==> config.mk <==
export PLATFORM = sky130hd
export DESIGN_NAME = store_buffer
export DESIGN_NICKNAME = d
export VERILOG_FILES = /design/src/rtl/store_buffer.sv
export SDC_FILE = /design/constraint.sdc
export NUM_CORES = 1
export LEC_CHECK = 0
export BUFFER_PORTS_ARGS = -buffer_cell sky130_fd_sc_hd__buf_2
export CORE_MARGIN = 2
export CORE_UTILIZATION = 50
export DETAILED_ROUTE_END_ITERATION = 7
export GPL_TIMING_DRIVEN = 0
export PLACE_DENSITY = 0.7
export SKIP_CTS_REPAIR_TIMING = 1
export SKIP_LAST_GASP = 1
export SYNTH_ARGS = -nofsm -noshare
export SYNTH_HDL_FRONTEND = slang
export SYNTH_SLANG_ARGS = --single-unit
==> constraint.sdc <==
create_clock -name clk -period 5.09 [get_ports clk]
set_input_delay 0.509 -clock clk [delete_from_list [all_inputs] [get_ports clk]]
set_output_delay 0.509 -clock clk [all_outputs]
set_load 0.03 [all_outputs]
==> src/rtl/store_buffer.sv <==
// Posted-write buffer: queues core stores in a small FIFO, drains them in order over a
// valid/ready write channel, and forwards the youngest matching buffered store to loads.
module store_buffer #(
   parameter int DEPTH = 4
) (
   input  logic                     clk,
   input  logic                     reset,
   input  logic                     memwrite,
   input  logic [31:0]              aluresult,
   input  logic [31:0]              writedata,
   output logic [31:0]              readdata,
   output logic                     stall,
   output logic                     mem_valid,
   input  logic                     mem_ready,
   output logic [31:0]              mem_addr,
   output logic [31:0]              mem_wdata,
   output logic [31:0]              mem_raddr,
   input  logic [31:0]              mem_rdata,
   output logic [$clog2(DEPTH):0]   count
);

   localparam int PW = $clog2(DEPTH);
   localparam int CW = PW + 1;

   logic [31:0]   addr_q [DEPTH];
   logic [31:0]   data_q [DEPTH];
   logic [PW-1:0] wptr_q, wptr_d;
   logic [PW-1:0] rptr_q, rptr_d;
   logic [CW-1:0] count_q, count_d;

   logic full, empty, enq, deq;
   logic [PW-1:0] fwd_idx;

   assign full      = (count_q == CW'(DEPTH));
   assign empty     = (count_q == '0);
   assign enq       = memwrite && !full;
   assign deq       = mem_valid && mem_ready;
   assign stall     = memwrite && full;
   assign mem_valid = !empty;
   assign mem_addr  = addr_q[rptr_q];
   assign mem_wdata = data_q[rptr_q];
   assign mem_raddr = aluresult;
   assign count     = count_q;

   always_comb begin
      wptr_d  = enq ? wptr_q + PW'(1) : wptr_q;
      rptr_d  = deq ? rptr_q + PW'(1) : rptr_q;
      count_d = count_q;
      case ({enq, deq})
         2'b10:   count_d = count_q + CW'(1);
         2'b01:   count_d = count_q - CW'(1);
         default: count_d = count_q;
      endcase
   end

   // Walk occupied entries oldest to youngest so the last match (youngest) wins.
   always_comb begin
      readdata = mem_rdata;
      fwd_idx  = '0;
      for (int i = 0; i < DEPTH; i++) begin
         fwd_idx = rptr_q + PW'(i);
         if ((CW'(i) < count_q) && (addr_q[fwd_idx][31:2] == aluresult[31:2]))
            readdata = data_q[fwd_idx];
      end
   end

   always_ff @(posedge clk or negedge reset) begin
      if (!reset) begin
         wptr_q  <= '0;
         rptr_q  <= '0;
         count_q <= '0;
         for (int i = 0; i < DEPTH; i++) begin
            addr_q[i] <= '0;
            data_q[i] <= '0;
         end
      end else begin
         wptr_q  <= wptr_d;
         rptr_q  <= rptr_d;
         count_q <= count_d;
         if (enq) begin
            addr_q[wptr_q] <= aluresult;
            data_q[wptr_q] <= writedata;
         end
      end
   end

endmodule

==> flow_summary.ini, run 1 <==
[outcome]
status = complete, but fails checks
violations = negative setup slack

[place]
dp.cells = 2300
dp_hpwl_um = 50500
placed_area_um2 = 21100
io_buffer_count = 216
place_ws_ns = -0.209
place_congestion = 1.06

[yosys]
synth_xor_area_share_pct = 4.54
synthAdderAreaFrac_pct = 0.583
avgSynthCellArea_um2 = 12.3
synth_compound_area_share_pct = 4.55
netlist_instances = 1571
asyncSetResetFlopFracSynth_pct = 100
yosys.area_share.simple_pct = 7.92
netlist_area_um2 = 19300
synth_most_common_cell = mux2_2
ys_top_cells_by_count = mux2_2, dfrtp_1, mux4_2
synth.net_count = 1680
synthTopCellsByArea = dfrtp_1, mux4_2, mux2_2
synthDistinctLibCells = 61
ys_ff_latch = 263
synthMuxAreaShare_pct = 43.2
yosysWarnings = 0
synth_top_family_by_area = multiplexers
seq_area_frac_synth_pct = 34.1
synth-edff-count = 0
synth-main-ff-cell = dfrtp_1
synth_top_area_share_pct = 34.1
synth_top_area_cell = dfrtp_1

[setup_path]
critPathMostFrequentCell = buf_4
path_buf_inv = 5
r2r_end = addr_q[2]
cpLargestDelayFamily = buffers and inverters
crit_type = reg2out
worstPathCellList = buf_4 -> buf_6 -> buf_4 -> mux2i_1 -> xor2_2 -> nand3_1 -> nor4_2 -> o2111ai_2 -> buf_2 -> mux2_2 -> nor3_1 -> nor3_2 -> clkbuf_4
rrSetupSlack_ns = 1.93
r2r_cells = 6
cp-start-kind = flip-flop
required_ns = 4.58
critPathMaxStageDelay_ns = 0.48
r2r-start = count[0]
startpoint = rptr_q[1]
cpMaxStageDelayCell = mux2i_1
end_kind = output pin
path_max_fanout = 10
crit_arrival_ns = 4.66
cp_num_cells = 13

[pwr]
leakage_nw = 9.53
power_density_nw_per_um2 = 800
peakVddDrop_v = 0.000408

[clock_network]
clkLatencyLatePin_ns = 0.58
clockBufferDepth = 3
htreeDepth = 1
root_buffer = clkbuf_16
cts.sinks = 263
path_clk_slew_ns = 0.07
cts_made_buffers = 31
cts_tree = yes

[route]
final_antenna_net_count = 0
wl_per_cell_um = 29.4
vias = 15924
route.detailed.drc = 0
wl_um = 69500
first_iter_violations = 1608
vias_per_cell = 6.74
dr.pass1.iters = 5

[floorplanning]
die_h_um = 200
core_area_um2 = 37800
ioPinCount = 233
rows = 71
die_area_um2 = 40200
dieWidth_um = 200
start_util_pct = 51.0

[worst_hold_path]
hold_depth = 2
min_from = writedata[12]
min_path_type = in2reg
hold_end = data_q[12]

[grt]
antenna_found_initial = 5
grt_max_degree = 124
grt_pass1_vias = 15784
grt-ovfl-total = 0
track_usage_pct = 34.3
grt_pass1_wl_um = 104000

[finish]
postLayoutCoreUtil_pct = 59.7
multi_input_area_um2 = 12000
fin_area_um2 = 22600
nets = 1938
area_delta_synth_final_pct = 17.1
drive_gt1_share_pct = 46.9
seqCellArea_um2 = 6580
stdcell_count = 2362
fillers = 3183

[sta]
clock_skew_ns = 0.00915
slew_headroom_pct = 29.3
period_needed_ns = 5.17
clock.fmax_ghz = 0.194
fin_ws_ns = -0.0767
worstMarginPinSlew_ns = 1.06
hold_ws_ns = 0.212
setup_violations = 1
drv_slew = 0
hold_viol = 0
fin_crit_sh_pct = 102
rsz0062_at_grt = true

[job]
cap_violations = 0
area by class of cell:
cell class,instances,share of cell area (%)
well taps,511,2.83
repair buffers,226,5.46
diodes,3,0.0332
multi-input cells,1115,53.3
clock buffers,47,4.01
plain buffers,178,4.68
flip-flops and latches,263,29.1
inverters,14,0.232
clock inverters,5,0.360
sequential cells by signal, indices dropped and copies added, names as in the netlist:
name / flops
addr_q: 128
count: 3
data_q: 128
rptr_q: 2
wptr_q: 2
cells in the final DEF (no fill, tap or decap), types with 11 or more instances in the layout:
cell type and n:
a21oi_1 21, nor2_1 21, xor2_1 30, nand2_1 61, clkbuf_4 12, inv_1 13, o21ai_0 47, nand3_1 14
buf_4 58, mux2i_2 11, buf_6 11, xnor2_1 61, or4_1 32, dfrtp_1 263, clkbuf_16 31, nor3_1 86
clkbuf_1 78, nor3_2 21, clkbuf_2 11, mux2i_1 138, buf_2 227, nand4_1 11, mux2_2 265, mux4_2 171
worst max path at each step:
stage,to,slack [ns]
after floorplan,readdata[0],1.06
after global placement,data_q[80],-1.19
after detailed placement,readdata[26],-0.21
after CTS,readdata[26],-0.86
after global routing,readdata[1],-0.10
final,readdata[1],-0.08
layer usage:
metal	part of all wire, %	global-route usage [%]	up-vias
li1	-	-	6549
met1	41	49.3	8223
met2	45	52.5	999
met3	9.9	7.32	151
met4	3.4	10.6	2
met5	0.013	0	-
where the power goes:
| part | switching (W) | internal, W | total, W |
|---|---|---|---|
| registers | 0.00123 | 0.00317 | 0.00439 |
| logic | 0.00638 | 0.00512 | 0.0115 |
| clock network | 0.000888 | 0.00131 | 0.00220 |
| total | 0.00850 | 0.00960 | 0.0181 |
logic make-up after synthesis:
| kind of cell | after synthesis |
|---|---|
| muxes | 586 |
| buffers and inverters | 193 |
| adders and majority gates | 9 |
| xor gates and xnor gates | 100 |
| and+or+nand+nor | 287 |
| AOI/OAI and AO/OA | 133 |
| DFF | 263 |
stage by stage:
| step | total power (W) | setup TNS (ns) |
|---|---|---|
| after floorplan | 0.0120 | 0 |
| after global placement | 0.0151 | -306.52 |
| after detailed placement | 0.0153 | -2.28 |
| after CTS | 0.0176 | -22.80 |
| after global routing | 0.0188 | -0.547 |
| final | 0.0181 | -0.0767 |
Note: power is estimated with default switching activity, not from simulation.
==> run 2: changes to the inputs <==
ABC_AREA = 1   (was unset)
CORE_MARGIN = 1.5   (was 2)
REMOVE_ABC_BUFFERS = 1   (was unset)
==> flow_summary.ini, run 2 <==
[grt]
antenna_found_initial = 0
grt_pass1_vias = 19737
grt-ovfl-total = 0
grt_pass1_wl_um = 103000
grt_use_met3_pct = 4.88
busiest_layer = met2
gr-usage-met1_pct = 41.3
grt_max_degree = 140
track_usage_pct = 31.2
grtUsageMet2_pct = 51.4

[sta]
period_needed_ns = 4.97
clock_skew_ns = 0.0153
clock.fmax_ghz = 0.201
fin_crit_sh_pct = 97.7
slew_headroom_pct = 45.5
drv_slew = 0
hold_viol = 0
setup_violations = 0
worstMarginPinSlew_ns = 0.818
hold_ws_ns = 0.261

[floorplanning]
rows = 73
dieWidth_um = 203
die_area_um2 = 41200
ioPinCount = 233
die_h_um = 203
core_area_um2 = 39600
start_util_pct = 50.5

[finish]
stdcell_count = 3989
layout_common_cells = nand2_1, o21ai_0, nand3_1
area_delta_synth_final_pct = 15.4
fillers = 3880
n_antenna_cell = 0
fin_area_um2 = 23100
multi_input_area_um2 = 11700
seqCellArea_um2 = 6590
final_common_cell = nand2_1
drive_gt1_share_pct = 11.0
postLayoutCoreUtil_pct = 58.3
nets = 3551

[clock_network]
root_buffer = clkbuf_16
cts_made_buffers = 34
htreeDepth = 2
path_clk_slew_ns = 0.06
clkLatencyLatePin_ns = 0.55
clockBufferDepth = 3
cts_tree = yes
cts.sinks = 263

[setup_path]
cp-start-kind = flip-flop
end_kind = output pin
crit_type = reg2out
required_ns = 4.58
crit_arrival_ns = 4.46
path_max_fanout = 56

[pwr]
p_clk_share_pct = 13.7
switching_share_pct = 55.3
power_density_nw_per_um2 = 773
leakage_nw = 12.7
internal_power_w = 0.00797
total_power_w = 0.0178
share_comb_of_total_power_pct = 64.6
power.net_switching_w = 0.00987
peakVddDrop_v = 0.000528
p_seq_share_pct = 21.7

[yosys]
synth-main-ff-cell = dfrtp_1
yosysWarnings = 0
synthTopCellsByArea = dfrtp_1, nand2_1, o21ai_0
synth_top_area_cell = dfrtp_1
seq_area_frac_synth_pct = 32.9
synth_most_common_cell = nand2_1
ys_ff_latch = 263
asyncSetResetFlopFracSynth_pct = 100
avgSynthCellArea_um2 = 5.99
netlist_area_um2 = 20000
synth_top_area_share_pct = 32.9
netlist_instances = 3343
synth-edff-count = 0
ys_top_cells_by_count = nand2_1, o21ai_0, nand3_1
synthDistinctLibCells = 31

[route]
final_antenna_net_count = 0
dr.pass1.iters = 7
wl_per_cell_um = 18.4
wl_um = 73400
route.detailed.drc = 0
vias_per_cell = 5.68
vias = 22672
first_iter_violations = 2474

[place]
io_buffer_count = 232
dp.cells = 3892
placed_area_um2 = 21200
place_congestion = 0.935
dp_hpwl_um = 41100

[outcome]
status = completed

[job]
cap_violations = 0

[worst_hold_path]
min_path_type = in2reg
run 2: changes by cell type in the layout (fill, tap and decap cells not counted), sizes merged, moves of 32 or more:
| cell | change |
|---|---|
| nand3 | +357 |
| nor3 | -107 |
| inv | +244 |
| o21ai | +381 |
| nand2 | +1497 |
| mux2i | -118 |
| nor2 | +74 |
| or4 | -32 |
| clkbuf | -83 |
| xnor2 | -66 |
| mux4 | -171 |
| mux2 | -265 |
| buf | -45 |
run 2: cell families (layout without fill, tap and decap cells):
kind of cell             count (synthesis)  after routing  synth area share [%]
multiplexers                            32             32                  1.60
buffers and inverters                  486            596                  10.6
AO/OA/AOI/OAI                          486            486                  12.2
adder cells (fa/ha/maj)                  9              9                 0.563
XOR/XNOR                                22             22                 0.963
AND/OR/NAND/NOR                       2045           2056                  41.2
flip-flops                             263            263                  32.9
run 2: final cells by class:
| type | instances | area share (%) |
|---|---|---|
| Clock buffer | 47 | 4.29 |
| Clock inverter | 11 | 0.498 |
| Inverter | 261 | 4.39 |
| Multi-Input combinational cell | 2605 | 50.5 |
| Sequential cell | 263 | 28.5 |
| Tap cell | 525 | 2.84 |
| Timing Repair Buffer | 276 | 8.89 |
| Timing Repair inverter | 1 | 0.0488 |
run 2: power groups by stage:
stage / registers (W) / clock network (W) / logic [W]
floorplan: 0.00399 / 0 / 0.00734
global placement: 0.00420 / 0 / 0.00923
detailed placement: 0.00396 / 0 / 0.0103
CTS: 0.00393 / 0.00247 / 0.0104
global route: 0.00400 / 0.00256 / 0.0127
finish: 0.00387 / 0.00245 / 0.0115
run 2: metal layers:
| metal | up-vias | wire length (µm) |
|---|---|---|
| li1 | 10790 | - |
| met1 | 10459 | 29000 |
| met2 | 1235 | 33300 |
| met3 | 188 | 8100 |
| met4 | 0 | 2960 |
| met5 | - | 0 |
run 2: path summary, 6_finish.rpt:
kind	endpoint	cells past startpoint	from	slack (ns)
setup reg to reg	addr_q[11]	9	count[0]	2.45
max in group asynchronous	data_q[44]	3	reset	3.68
min in group asynchronous	addr_q[121]	2	reset	0.45
hold / removal	data_q[114]	3	writedata[18]	0.26
setup / recovery	readdata[26]	20	rptr_q[0]	0.12
hold reg to reg	addr_q[97]	2	addr_q[97]	0.49
run 2: worst max-delay path, stage by stage, from the launching register on:
cell	delay, ns
dfrtp_4	0.46
buf_16	0.24
buf_16	0.22
clkinv_16	0.19
buf_16	0.24
nand2_8	0.17
nand2_8	0.24
nand2_1	0.14
nand2_1	0.08
nand2_1	0.12
o21ai_1	0.08
nor2_1	0.20
nand2_1	0.08
nor2_1	0.23
nand2_2	0.20
nor2_4	0.19
buf_4	0.17
clkbuf_16	0.20
nand2_1	0.07
nand2_1	0.10
buf_2	0.21
run 2: through the flow:
step	TNS (ns)	setup WS, ns
2_1_floorplan	-547.31	-7.69
4_1_cts	-63.99	-2.10
6_report	0	0.116
3_3_place_gp	-1595.72	-16.71
5_1_grt	-0.0150	-0.00858
3_5_place_dp	-45.34	-1.52
